==> config.mk <==
export PLATFORM = sky130hd
export DESIGN_NAME = sdp_result_buffer
export DESIGN_NICKNAME = d
export VERILOG_FILES = /design/src/rtl/sdp_result_buffer.sv
export SDC_FILE = /design/constraint.sdc
export NUM_CORES = 1
export LEC_CHECK = 0
export BUFFER_PORTS_ARGS = -buffer_cell sky130_fd_sc_hd__buf_2
export CORE_MARGIN = 3
export CORE_UTILIZATION = 55
export CTS_BUF_LIST = sky130_fd_sc_hd__clkbuf_16
export DETAILED_ROUTE_END_ITERATION = 7
export GPL_ROUTABILITY_DRIVEN = 0
export HOLD_SLACK_MARGIN = 0.02
export PLACE_DENSITY = 0.87
export SLEW_MARGIN = 25
export SYNTH_ARGS = -nofsm -noshare
export SYNTH_HDL_FRONTEND = slang
export SYNTH_SLANG_ARGS = --single-unit
==> constraint.sdc <==
create_clock -name clk -period 2.1 [get_ports clk]
set_input_delay 0.63 -clock clk [delete_from_list [all_inputs] [get_ports clk]]
set_output_delay 0.63 -clock clk [all_outputs]
set_load 0.02 [all_outputs]
==> src/rtl/sdp_result_buffer.sv <==
// Result buffer behind the fixed-latency add/sub pipeline: credit-gated issue,
// latency-aligned valid tracking, and a show-ahead FIFO on a valid/ready port.
module sdp_result_buffer #(
    parameter int WIDTH   = 8,
    parameter int DEPTH   = 4,
    parameter int LATENCY = 3,
    localparam int CW     = $clog2(DEPTH + 1),
    localparam int IW     = $clog2(LATENCY + 1),
    localparam int PW     = (DEPTH > 1) ? $clog2(DEPTH) : 1
) (
    input  logic             clk,
    input  logic             reset,
    input  logic             issue_valid,
    output logic             issue_ready,
    input  logic [WIDTH-1:0] pipe_out,
    output logic             res_valid,
    input  logic             res_ready,
    output logic [WIDTH-1:0] res_data,
    output logic [CW-1:0]    count,
    output logic [IW-1:0]    inflight,
    output logic             overflow
);

    logic [LATENCY-1:0] v_q, v_d;
    logic [PW-1:0]      wr_ptr_q, wr_ptr_d;
    logic [PW-1:0]      rd_ptr_q, rd_ptr_d;
    logic [CW-1:0]      count_q, count_d;
    logic               overflow_q, overflow_d;
    logic [WIDTH-1:0]   mem_q [DEPTH];

    logic accept, push, pop, full, push_ok;

    always_comb begin
        inflight = '0;
        for (int i = 0; i < LATENCY; i++) begin
            inflight = inflight + IW'(v_q[i]);
        end
    end

    // Credits come from registered state only, so a pop frees a credit one cycle later.
    assign issue_ready = (32'(count_q) + 32'(inflight)) < DEPTH;
    assign accept      = issue_valid & issue_ready;

    assign res_valid = (count_q != '0);
    assign res_data  = mem_q[rd_ptr_q];
    assign count     = count_q;
    assign overflow  = overflow_q;

    assign push    = v_q[LATENCY-1];
    assign pop     = res_valid & res_ready;
    assign full    = (32'(count_q) == DEPTH);
    assign push_ok = push & (~full | pop);

    always_comb begin
        v_d    = v_q;
        v_d[0] = accept;
        for (int i = 1; i < LATENCY; i++) begin
            v_d[i] = v_q[i-1];
        end
    end

    always_comb begin
        wr_ptr_d   = wr_ptr_q;
        rd_ptr_d   = rd_ptr_q;
        count_d    = count_q;
        overflow_d = overflow_q;
        if (push_ok) begin
            wr_ptr_d = wr_ptr_q + PW'(1);
        end
        if (pop) begin
            rd_ptr_d = rd_ptr_q + PW'(1);
        end
        case ({push_ok, pop})
            2'b10:   count_d = count_q + CW'(1);
            2'b01:   count_d = count_q - CW'(1);
            default: count_d = count_q;
        endcase
        // A dropped push leaves the FIFO untouched; only the sticky flag records it.
        if (push && full && !pop) begin
            overflow_d = 1'b1;
        end
    end

    always_ff @(posedge clk or posedge reset) begin
        if (reset) begin
            v_q        <= '0;
            wr_ptr_q   <= '0;
            rd_ptr_q   <= '0;
            count_q    <= '0;
            overflow_q <= 1'b0;
        end else begin
            v_q        <= v_d;
            wr_ptr_q   <= wr_ptr_d;
            rd_ptr_q   <= rd_ptr_d;
            count_q    <= count_d;
            overflow_q <= overflow_d;
        end
    end

    always_ff @(posedge clk) begin
        if (push_ok) begin
            mem_q[wr_ptr_q] <= pipe_out;
        end
    end

endmodule

==> impl_metrics.py, run 1 <==
metrics = {
    "cts": {
        "path_clk_slew_ns": 0.06,
        "cts_buffers": 5,
        "clkLatencyLatePin_ns": 0.28,
        "cts_sinks": 43,
        "cts-root-buf": "clkbuf_16",
        "cts.hold.buffers_added": 0,
        "htreeDepth": 2,
        "cts_tree": "done",
        "cts_buffer_depth": 2,
    },
    "power_and_ir_drop": {
        "switchingPower_mw": 1.38,
        "p_int_mw": 2.52,
        "power_mw": 3.91,
        "seqPwrFrac_pct": 32.7,
        "sw_frac_of_total_pct": 35.4,
        "clkPwrFrac_pct": 19.5,
        "pwr-share-comb_pct": 47.8,
        "leakage_nw": 0.943,
        "max-vdd-ir-drop_uv": 1170,
        "power_density_nw_per_um2": 1610,
    },
    "global_routing": {
        "grt_pass1_wl_um": 5480,
        "grt_pass1_vias": 1132,
        "overflow": 0,
        "grt_max_degree": 16,
        "grt.met1_usage_pct": 20.5,
        "antenna_found_initial": 0,
        "track_usage_pct": 19.1,
        "met3_usage_pct": 6.68,
        "grt_use_met2_pct": 33.4,
        "grt-busiest-layer": "met2",
    },
    "final_layout": {
        "final_cell_area_um2": 2420,
        "area_growth_pct": 30.0,
        "drive_above_1_share_pct": 47.3,
        "fin_nets": 168,
        "n_antenna_cell": 0,
    },
    "yosys": {
        "synthArstFlopShare_pct": 25.6,
        "synthesis.nets": 124,
        "yosys_warnings": 0,
        "yosys_most_used_dff": "edfxtp_1",
        "seq_area_frac_synth_pct": 66.4,
        "synth-seq-cells": 43,
        "syn_area_um2": 1860,
        "synth.avg_cell_area_um2": 17.7,
        "syn_inst": 105,
        "synth_edf_count": 32,
        "yosysUniqueCellTypes": 36,
    },
    "worst_setup_path": {
        "ff2ff_path_depth": 5,
        "path_class": "flop to output pin",
        "crit_path_max_fanout": 2,
        "end_kind": "output pin",
        "worstSetupStartpointType": "flop",
        "reg2reg_to": "count[1]$_DFFE_PP0P_",
        "rrSetupSlack_ns": 0.16,
        "required_ns": 1.47,
        "rr_startpoint": "count[1]$_DFFE_PP0P_",
        "arrival_ns": 1.77,
    },
    "routing": {
        "drt_iter0_markers": 53,
        "wirelength_um": 3460,
        "avgViaCountPerCell": 5.46,
        "dr.pass1.iters": 4,
        "vias": 1059,
        "antenna_left": 0,
        "wl_per_cell_um": 17.8,
        "route.detailed.drc": 0,
    },
    "floorplanning": {
        "ioPinCount": 28,
        "die_w_um": 64.2,
        "die_h_um": 64.2,
        "initial_core_util_pct": 59.1,
        "core_region_area_um2": 3150,
        "dieArea_um2": 4120,
        "fp-row-count": 20,
    },
    "placed_design": {
        "port_buffers": 27,
        "placed_area_um2": 2180,
        "dp_hpwl_um": 2400,
    },
    "timing": {
        "finalWorstSetupSlack_ns": -0.297,
        "hold_viol": 0,
        "worst_pin_slew_ns": 0.436,
        "setup_viol": 6,
        "slew_violations": 0,
        "fmax_mhz": 417,
        "fin_skew_ns": 0.00204,
        "relSlewSlack_pct": 70.9,
        "period_needed_ns": 2.40,
        "fin_crit_sh_pct": 114,
        "grt_setup_unrepaired": "yes",
    },
    "status": {
        "status": "complete, but fails checks",
        "violations": "setup timing",
    },
    "worst_hold_path": {
        "hp-class": "input pin to async pin",
    },
    "job": {
        "maxCapViolCount": 0,
    },
}
-- power by group through the flow --
| stage | logic (mW) | registers, mW | clock network [mW] |
|---|---|---|---|
| floorplan | 1.08 | 1.31 | 0 |
| global placement | 1.52 | 1.26 | 0 |
| detailed placement | 1.60 | 1.28 | 0 |
| CTS | 1.76 | 1.27 | 0.775 |
| global route | 2.01 | 1.30 | 0.818 |
| finish | 1.87 | 1.28 | 0.763 |
-- area by class of cell --
| type | instances | area [um2] |
|---|---|---|
| multi-input combinational | 52 | 609 |
| fill | 196 | 732 |
| clock buffer | 5 | 125 |
| timing repair buffer | 41 | 348 |
| clock inverter | 3 | 23.8 |
| inverter | 6 | 22.5 |
| tap | 44 | 55.1 |
| sequential | 43 | 1240 |
-- layer usage --
layer	wire length, um	up-vias
met5	0	-
met4	102	0
met3	155	11
met2	1900	35
met1	1300	529
li1	-	484
-- cells in the mapped netlist (2+ instances only) --
| master | number | area [um2] |
|---|---|---|
| ha_1 | 5 | 62.6 |
| nor2_1 | 3 | 11.3 |
| xnor2_1 | 4 | 35.0 |
| and2_1 | 5 | 31.3 |
| fa_1 | 2 | 40.0 |
| inv_1 | 6 | 22.5 |
| dfrtp_1 | 11 | 275 |
| edfxtp_1 | 32 | 961 |
| nand2_1 | 2 | 7.51 |
| o21ai_0 | 2 | 10.0 |
| mux4_2 | 8 | 180 |
-- worst max-delay path, cell delays in order, from the launching register on --
cell	delay (ns)
dfrtp_1	0.40
fa_2	0.42
ha_4	0.23
a311oi_4	0.27
buf_6	0.16
-- stage by stage --
stage | std cells | hold WS, ns | setup TNS [ns] | setup slack, ns | util [%]
after global placement | 183 | 0.400 | 0 | 0.00532 | 69.1
after CTS | 193 | 0.358 | -0.343 | -0.307 | 75.6
after floorplan | 105 | 0.394 | 0 | 0.00783 | -
after detailed placement | 183 | 0.412 | -0.0324 | -0.0324 | 69.1
after global routing | 194 | 0.371 | -0.875 | -0.379 | 76.8
final | 194 | 0.348 | -0.399 | -0.297 | 76.8
-- flip-flops by register name (all words and copies together) (netlist names) --
register,count
v_q,3
wr_ptr_q,2
count,3
mem_q,32
overflow,1
rd_ptr_q,2
-- how the worst max path moves through the flow --
stage | end | cells past startpoint | from | slack, ns
after floorplan | issue_ready | 3 | v_q[1]$_DFF_PP0_ | 0.008
after global placement | issue_ready | 4 | v_q[1]$_DFF_PP0_ | 0.005
after detailed placement | issue_ready | 4 | v_q[1]$_DFF_PP0_ | -0.03
after CTS | issue_ready | 4 | v_q[2]$_DFF_PP0_ | -0.31
after global routing | issue_ready | 4 | v_q[2]$_DFF_PP0_ | -0.38
final | issue_ready | 4 | v_q[2]$_DFF_PP0_ | -0.30
-- repair_timing --
action	in CTS	in global routing
cloned	0	0
hold endpoints to repair	0	0
setup buffers	2	1
pin swaps	1	0
gates resized for setup	13	10
endpoints found under the setup margin	8	13
-- cell usage in the layout (no fill, tap or decap), types with 5 or more instances in the layout --
| cell | n |
|---|---|
| edfxtp_1 | 32 |
| buf_2 | 17 |
| buf_6 | 12 |
| dfrtp_1 | 10 |
| buf_4 | 9 |
| mux4_2 | 8 |
| inv_1 | 6 |
| and2_1 | 5 |
| clkbuf_16 | 5 |
-- cells by family (layout without fill, tap and decap cells) --
family / count (synthesis) / after routing / share of synthesized area, %
flip-flops: 43 / 43 / 66.4
buffers and inverters: 10 / 55 / 2.69
multiplexers: 9 / 9 / 10.5
adder cells (fa/ha/maj): 7 / 7 / 5.51
XOR/XNOR: 5 / 5 / 2.35
AND/OR/NAND/NOR: 19 / 19 / 6.58
AO/OA/AOI/OAI: 12 / 12 / 6.04
Power figures use the tool's default switching activity.
==> run 2: changes to the inputs <==
--- a/config.mk
+++ b/config.mk
@@ -8,7 +8,6 @@
 export BUFFER_PORTS_ARGS = -buffer_cell sky130_fd_sc_hd__buf_2
 export CORE_MARGIN = 3
 export CORE_UTILIZATION = 55
-export CTS_BUF_LIST = sky130_fd_sc_hd__clkbuf_16
 export DETAILED_ROUTE_END_ITERATION = 7
 export GPL_ROUTABILITY_DRIVEN = 0
 export HOLD_SLACK_MARGIN = 0.02
==> impl_metrics.py, run 2 (synthesized netlist as in run 1, its figures left out) <==
metrics = {
    "placed_design": {
        "port_buffers": 27,
        "dp_hpwl_um": 2400,
        "pre_cts_ws_ns": -0.0324,
    },
    "final_layout": {
        "finish.utilization_pct": 75.0,
        "final_common_cell": "edfxtp_1",
        "area_growth_pct": 26.9,
        "drive_above_1_share_pct": 48.7,
        "n_antenna_cell": 0,
        "largest_reg_flops": 32,
        "final_cell_mix": "edfxtp_1 (32), buf_2 (17), buf_4 (13), buf_6 (12), dfrtp_1 (10)",
        "fin_nets": 172,
        "regMostFlops": "mem_q",
    },
    "floorplanning": {
        "fp-row-count": 20,
        "initial_core_util_pct": 59.1,
        "core_region_area_um2": 3150,
        "ioPinCount": 28,
        "die_h_um": 64.2,
        "die_w_um": 64.2,
        "dieArea_um2": 4120,
    },
    "worst_setup_path": {
        "end_kind": "output pin",
        "worst-path-buf-inv": 1,
        "path_class": "flop to output pin",
        "cpPeakStageDelay_ns": 0.43,
        "required_ns": 1.47,
        "cp_cell_sequence": "fa_2, ha_4, a311oi_4, buf_6",
        "crit_path_max_fanout": 2,
        "cpLargestDelayFamily": "adder cells",
        "worstSetupStartpointType": "flop",
        "cp_slowest_cell": "dfrtp_1",
        "arrival_ns": 1.82,
    },
    "global_routing": {
        "grt_pass1_wl_um": 5250,
        "grt_max_degree": 16,
        "antenna_found_initial": 0,
        "overflow": 0,
        "grt_pass1_vias": 1109,
        "track_usage_pct": 18.1,
    },
    "timing": {
        "relSlewSlack_pct": 71.8,
        "fin_crit_sh_pct": 116,
        "fmax_mhz": 409,
        "hold_ws_ns": 0.249,
        "finalWorstSetupSlack_ns": -0.345,
        "slew_violations": 0,
        "worst_pin_slew_ns": 0.422,
        "setup_viol": 10,
        "fin_skew_ns": 0.00644,
        "hold_viol": 0,
        "period_needed_ns": 2.45,
        "grt_setup_unrepaired": "yes",
    },
    "power_and_ir_drop": {
        "power_density_nw_per_um2": 1520,
        "leakage_nw": 0.924,
        "max-vdd-ir-drop_uv": 1120,
    },
    "cts": {
        "path_clk_slew_ns": 0.13,
        "htreeDepth": 2,
        "clkLatencyLatePin_ns": 0.36,
        "cts_buffers": 5,
        "cts_buffer_depth": 2,
        "cts-root-buf": "clkbuf_4",
        "cts_sinks": 43,
        "cts_tree": "done",
        "cts.hold.buffers_added": 0,
    },
    "worst_hold_path": {
        "hp-class": "input pin to async pin",
    },
    "status": {
        "violations": "setup timing",
        "status": "complete, but fails checks",
    },
    "routing": {
        "vias": 1077,
        "avgViaCountPerCell": 5.44,
        "route.detailed.drc": 0,
        "drt_iter0_markers": 64,
        "antenna_left": 0,
        "wirelength_um": 3330,
        "dr.pass1.iters": 4,
        "wl_per_cell_um": 16.8,
    },
    "job": {
        "maxCapViolCount": 0,
    },
}
run 2: cell count changes in the layout (fill, tap and decap cells not counted), sizes merged:
| cell | change |
|---|---|
| buf | +4 |
run 2: worst paths after layout:
kind	startpoint	end	slack (ns)	cells past startpoint
worst max register to register	v_q[2]$_DFF_PP0_	count[1]$_DFFE_PP0P_	0.08	8
worst max-delay path	v_q[1]$_DFF_PP0_	issue_ready	-0.35	4
worst min-delay path	reset	wr_ptr_q[0]$_DFFE_PP0P_	0.25	2
worst min register to register	v_q[0]$_DFF_PP0_	v_q[1]$_DFF_PP0_	0.45	0
max in group asynchronous	reset	count[1]$_DFFE_PP0P_	1.53	2
min in group clk	v_q[0]$_DFF_PP0_	v_q[1]$_DFF_PP0_	0.45	0
run 2: report_power, final:
| group | internal, mW | switching, mW | leakage (nW) |
|---|---|---|---|
| Combinational | 0.999 | 0.909 | 0.475 |
| Clock | 0.134 | 0.279 | 0.0278 |
| Sequential | 1.12 | 0.148 | 0.422 |
run 2: routing by layer:
metal	GRT usage, %	vias up	wire (um)
met4	11.6	0	137
met1	19.8	532	1250
met2	31.1	39	1790
met5	0	-	0
li1	-	493	-
met3	4.39	13	158
run 2: area by class of cell:
class / count / area (um2)
flip-flops and latches: 43 / 1240
multi-input cells: 52 / 609
fillers: 205 / 790
inverters: 6 / 22.5
well taps: 44 / 55.1
clock buffers: 5 / 37.5
clock inverters: 3 / 23.8
repair buffers: 45 / 378
run 2: stage by stage:
| stage | total power, mW | TNS (ns) | cell area [um2] | cells |
|---|---|---|---|---|
| after floorplan | 2.39 | 0 | 1900 | 105 |
| after global placement | 2.78 | 0 | 2180 | 183 |
| after detailed placement | 2.88 | -0.0324 | 2180 | 183 |
| after CTS | 3.52 | -1.30 | 2330 | 194 |
| after global routing | 3.81 | -1.77 | 2360 | 198 |
| final | 3.59 | -1.15 | 2360 | 198 |
run 2: repair_timing:
| item | in CTS | in global routing |
|---|---|---|
| pin swaps | 2 | 2 |
| resized for setup | 22 | 1 |
| setup endpoints to repair | 11 | 11 |
| buffers inserted | 3 | 4 |
